<file path="config.mk">
export PLATFORM = sky130hd
export DESIGN_NAME = alu_param_core
export DESIGN_NICKNAME = d
export VERILOG_FILES = /design/src/rtl/alu_param_core.sv
export SDC_FILE = /design/constraint.sdc
export NUM_CORES = 1
export LEC_CHECK = 0
export ABC_AREA = 1
export BUFFER_PORTS_ARGS = -buffer_cell sky130_fd_sc_hd__clkbuf_2
export CAP_MARGIN = 20
export CORE_MARGIN = 3
export CORE_UTILIZATION = 45
export DETAILED_ROUTE_END_ITERATION = 8
export GPL_ROUTABILITY_DRIVEN = 0
export PLACE_DENSITY = 0.71
export RECOVER_POWER = 25
export SYNTH_ARGS = -nofsm -noshare
export SYNTH_HDL_FRONTEND = slang
export SYNTH_SLANG_ARGS = --single-unit
</file>
<file path="constraint.sdc">
create_clock -name clk -period 2.25 [get_ports clk]
set_input_delay 0.5625 -clock clk [delete_from_list [all_inputs] [get_ports clk]]
set_output_delay 0.5625 -clock clk [all_outputs]
set_load 0.02 [all_outputs]
</file>
<file path="src/rtl/alu_param_core.sv">
// alu_param_core: start/done ALU with parametrised width; single-cycle add/and/xor/sub,
// iterative shift-add multiply (one bit of B per cycle), err pulse on reserved opcodes.
module alu_param_core #(
    parameter int WIDTH = 8
) (
    input  logic               clk,
    input  logic               reset_n,
    input  logic [WIDTH-1:0]   A,
    input  logic [WIDTH-1:0]   B,
    input  logic [2:0]         op,
    input  logic               start,
    output logic               done,
    output logic [2*WIDTH-1:0] result,
    output logic               busy,
    output logic               err
);
    localparam int RW = 2 * WIDTH;
    localparam int CW = $clog2(WIDTH);

    typedef enum logic {IDLE, MUL} state_t;

    state_t           state_q;
    logic             done_q, busy_q, err_q;
    logic [RW-1:0]    result_q, acc_q, mcand_q;
    logic [WIDTH-1:0] mplier_q;
    logic [CW-1:0]    cnt_q;
    logic [RW-1:0]    ax, bx, alu_d, acc_d;
    logic             last_d;

    always_comb begin
        ax     = {{WIDTH{1'b0}}, A};
        bx     = {{WIDTH{1'b0}}, B};
        alu_d  = op == 3'b001 ? ax + bx :
                 op == 3'b010 ? ax & bx :
                 op == 3'b011 ? ax ^ bx :
                 op == 3'b101 ? ax - bx : '0;
        acc_d  = acc_q + (mplier_q[0] ? mcand_q : '0);
        last_d = cnt_q == CW'(WIDTH - 1);
    end

    always_ff @(posedge clk) begin
        if (!reset_n) begin
            state_q  <= IDLE;
            done_q   <= 1'b0;
            busy_q   <= 1'b0;
            err_q    <= 1'b0;
            result_q <= '0;
            acc_q    <= '0;
            mcand_q  <= '0;
            mplier_q <= '0;
            cnt_q    <= '0;
        end else begin
            done_q <= 1'b0;
            err_q  <= 1'b0;
            if (state_q == IDLE) begin
                if (start && op == 3'b100) begin
                    state_q  <= MUL;
                    busy_q   <= 1'b1;
                    cnt_q    <= '0;
                    acc_q    <= '0;
                    mcand_q  <= ax;
                    mplier_q <= B;
                end else if (start) begin
                    result_q <= alu_d;
                    done_q   <= 1'b1;
                    err_q    <= op[2] & op[1];
                end
            end else begin
                // multiplicand shifts left while multiplier shifts right, so bit 0 is always the current bit
                acc_q    <= acc_d;
                mcand_q  <= mcand_q << 1;
                mplier_q <= mplier_q >> 1;
                cnt_q    <= cnt_q + 1'b1;
                if (last_d) begin
                    result_q <= acc_d;
                    done_q   <= 1'b1;
                    busy_q   <= 1'b0;
                    state_q  <= IDLE;
                end
            end
        end
    end

    assign done   = done_q;
    assign busy   = busy_q;
    assign err    = err_q;
    assign result = result_q;
endmodule

</file>
==> results.md <==
Critical path:
- The largest driver fanout on the critical path is 7.
- The slack of the worst reg-to-reg path is between 150 and 200 ps.
- The arrival time reported for the critical path endpoint is 2350 ps.
- The worst setup path is launched from a register.
- The critical path's largest stage delay is 380 ps.
- The number of buffer and inverter instances along the worst setup path is 1.
- The startpoint identified for the worst register-to-register timing path is mplier_q[0].
- The largest delay contributor family on the critical path is simple AND/OR/NAND/NOR gates.
- The most numerous cell type found on the critical path is nand2_1.
- The critical register-to-register path endpoint is result[12].
- The critical path in this run is classified as reg -> reg.
- Counting buffers and inverters, the worst setup path is 15 cells deep.
- The critical path goes through nand2_1 > inv_1 > ha_1 > fa_2 > nand2_1 > nand2_1 > nand2_1 > nand2_1 > nand2_1 > nand2_1 > nand2_1 > nand2_1 > a21oi_2 > o21ai_2 > a21oi_1.
- The depth of the most critical reg-to-reg path is 15.
- The standard cell with the maximum stage delay on the critical path is dfxtp_4.
- The worst path required time is ~2500 ps.
- The worst setup path is captured at a register.

GRT:
- For met2 alone, demand over resource in global routing was 0.380.
- The fraction of met1 tracks used by global routing is 0.313.
- The global-route wire length before repair is 19300 um.
- The total overflow left after global routing is 0.
- The via count of the first global-routing pass came to between 4k and 5k.
- The number of antenna violations at the first check in global routing is 0.
- The overall fraction of global-route tracks in use is 0.230.
- In the global route stage, met3 resource usage came out at 0.0338.
- The global routing's busiest layer is met2.
- Entering global routing, the biggest net connects 42 pins.

Clocking:
- The TritonCTS clock tree is built.
- No sink is reached through more buffers than the 2 on the longest clock path.
- After clock tree synthesis, the clock-pin slew on the worst setup and hold paths is ~70 ps.
- The later-pin clock latency in the skew report is 340 ps.
- The clock net in this run drives a total of 63 sinks.
- The clock buffer count from CTS is 9.
- Post-CTS timing repair inserted 0 buffers for setup.
- The number of H-tree levels is 3.
- The root buffer cell is clkbuf_8.

Run status:
- The flow ran to the end, and the final reports show no timing, DRC or antenna violations.

Logic synthesis:
- The cell area after technology mapping is 4230 um^2.
- The synthesized instance count is 639.
- Of the synthesized area, sequential elements account for 0.298.
- Yosys printed 0 warnings.
- The number of synthesized register bits is between 60 and 70.
- After synthesis, the share of flip-flops with an asynchronous set or reset is 0.
- The share of synthesized area in the top cell type comes to 0.298.
- The top cell type by total area after synthesis is dfxtp_1.
- Counting instances in the post-synthesis netlist gives the leading cell types as 203 x nand2_1, 69 x a21oi_1, 63 x dfxtp_1, 60 x inv_1, 52 x nand3_1.
- Averaged over all synthesized cells, the footprint is 6.62 um^2.
- The most frequently used cell type in the post-synthesis netlist is nand2_1.
- Ranked by total cell area, the synthesized netlist is headed by dfxtp_1 30%, nand2_1 18%, ha_1 10%, a21oi_1 8.2%, nand3_1 6.2%.
- The most frequently used flop master after synthesis is dfxtp_1.
- When the netlist entered floorplanning its net count stood at 698.
- The number of library cell types mapped by synthesis is 38.
- Counting flops with a built-in enable in the synthesized netlist gives 0.

STA:
- The final count of hold timing violations is 0.
- The peak clock frequency supported by timing is 0.480 GHz.
- Setup repair after global routing left no endpoint under its margin.
- The transition time at the pin with the least slew margin is 716 ps.
- The time the final worst path needs with I/O delays and setup is 2080 ps.
- The remaining max-slew budget at the tightest pin is 0.522.
- The number of max-slew violations in the final report came to 0.
- Setup violations remaining at the end of the flow were counted as 0.
- The final cycle utilization of the critical path is 0.926.
- The post-route clock skew is 12.6 ps.

Routing:
- Dividing the detail-routed wire length by the instance count gives 14.5 um.
- The per-cell via count in the routed design is 5.51.
- The number of routed nets with antenna violations is 0.
- The aggregate routed wire length is 11600 um.
- The iteration count of the initial detailed-routing pass is 5.
- For this block, the initial DRC count from the detailed router was 228.
- The number of remaining DRC errors is 0.
- The via total after detailed routing is 4426.

Die:
- The width of the die is ~100 um.
- The core outline area is around 9000 um^2.
- During I/O placement, the number of pins put on the boundary was 41.
- For this configuration, the core starts out at a cell density of 0.474.
- The floorplan has 34 rows.
- The floorplan step set the die height to 103 um.
- The die outline area is approximately 11000 um^2.

Hold path:
- The worst hold path begins at busy.
- The worst hold path belongs to the class reg -> reg.
- The number of stages on the worst hold path is 2.
- The worst hold path terminates at busy.

Place:
- The placed cell area is 4660 um^2.
- The placed wire-length estimate is 8890 um.
- During placement, the flow inserted port buffers numbering 40.

Layout:
- For this run, the post-layout net count is 749.
- 0 antenna diodes ended up in the layout.
- The area growth from synthesis to layout is 14.5%.
- After routing the design area is around 4800 um^2.
- In the final layout, the share of cells above drive strength 1 is 0.135.

Power and ir drop:
- The total chip power is 0.00264 W.
- The highest ir drop seen on vdd is between 200 and 300 uV.
- For this design the ratio of total power to cell area is between 500 and 600 nW/um^2.
- The leakage power summed over all cells is around 2.4 nW.

Job:
- The max-capacitance violation count is 0.
==> how the worst max path moves through the flow <==
stage	from	end
CTS	mplier_q[0]	result[12]
global placement	A[0]	result[12]
detailed placement	A[0]	result[12]
finish	mplier_q[0]	result[12]
global route	mplier_q[0]	result[8]
floorplan	mplier_q[0]	acc_q[10]
==> final cells by class <==
| cell class | instances | area [um^2] |
|---|---|---|
| tap | 108 | 135 |
| multi-input combinational | 477 | 2570 |
| clock buffer | 12 | 145 |
| inverter | 76 | 285 |
| sequential | 63 | 1260 |
| fill | 878 | 4090 |
| clock inverter | 4 | 55.1 |
| timing repair buffer | 63 | 390 |
==> cells in the final DEF (no fill, tap or decap), drive strengths merged, types with 2 or more instances in the layout <==
cell type,count
nand3,53
a21oi,70
o21bai,2
a21o,5
buf,23
xor2,3
o221ai,2
clkinv,2
o211ai,2
nand4,8
a31oi,14
ha,34
a22oi,2
nand3b,2
inv,76
fa,3
clkbuf,52
nor3,5
nor2,27
o21ai,30
nand2,206
dfxtp,63
or2,5
==> worst min-delay path, delay by kind of cell (launching register included) <==
family	cells	cell delay, ps
compound gates	1	50
flops	1	320
buf+inv	1	50
==> metrics by stage <==
stage	utilization	cells	TNS, ps	setup slack [ps]	hold slack [ps]
finish	0.542	803	0	167	467
floorplan	-	639	0	143	433
detailed placement	0.521	787	-7.52	-4.82	459
global route	0.542	803	0	9.68	491
global placement	0.521	787	0	51.8	447
CTS	0.544	803	0	77.7	470
==> per-layer routing <==
metal / vias to the layer above / wire (um) / share of wire
met3: 13 / 769 / 0.066
li1: 2203 / - / -
met1: 2054 / 5310 / 0.46
met5: - / 0 / 0
met2: 156 / 5430 / 0.47
met4: 0 / 123 / 0.011
==> cells by family after synthesis <==
logic type | Yosys count | synth area share
xor+xnor | 3 | 0.00621
buf+inv | 99 | 0.0955
simple gates | 307 | 0.316
compound gates | 130 | 0.170
fa+ha+maj | 37 | 0.115
flops | 63 | 0.298
==> what timing repair did <==
item                       CTS  global route
hold buffers                 0             0
setup endpoints to repair    0            18
resized for setup            0             6
==> report_power, final <==
group	leakage, nW	switching, W	internal, W
logic	1.80	0.000307	0.000164
clock network	0.0968	0.000447	0.000547
registers	0.513	0.0000245	0.00115
==> registers in the layout (all words and copies together), names as in the netlist <==
register / flops
result: 16
mplier_q: 8
busy: 1
err: 1
done: 1
mcand_q: 16
acc_q: 16
cnt_q: 3
state_q: 1
No activity file was read; power rests on OpenSTA's default activity.
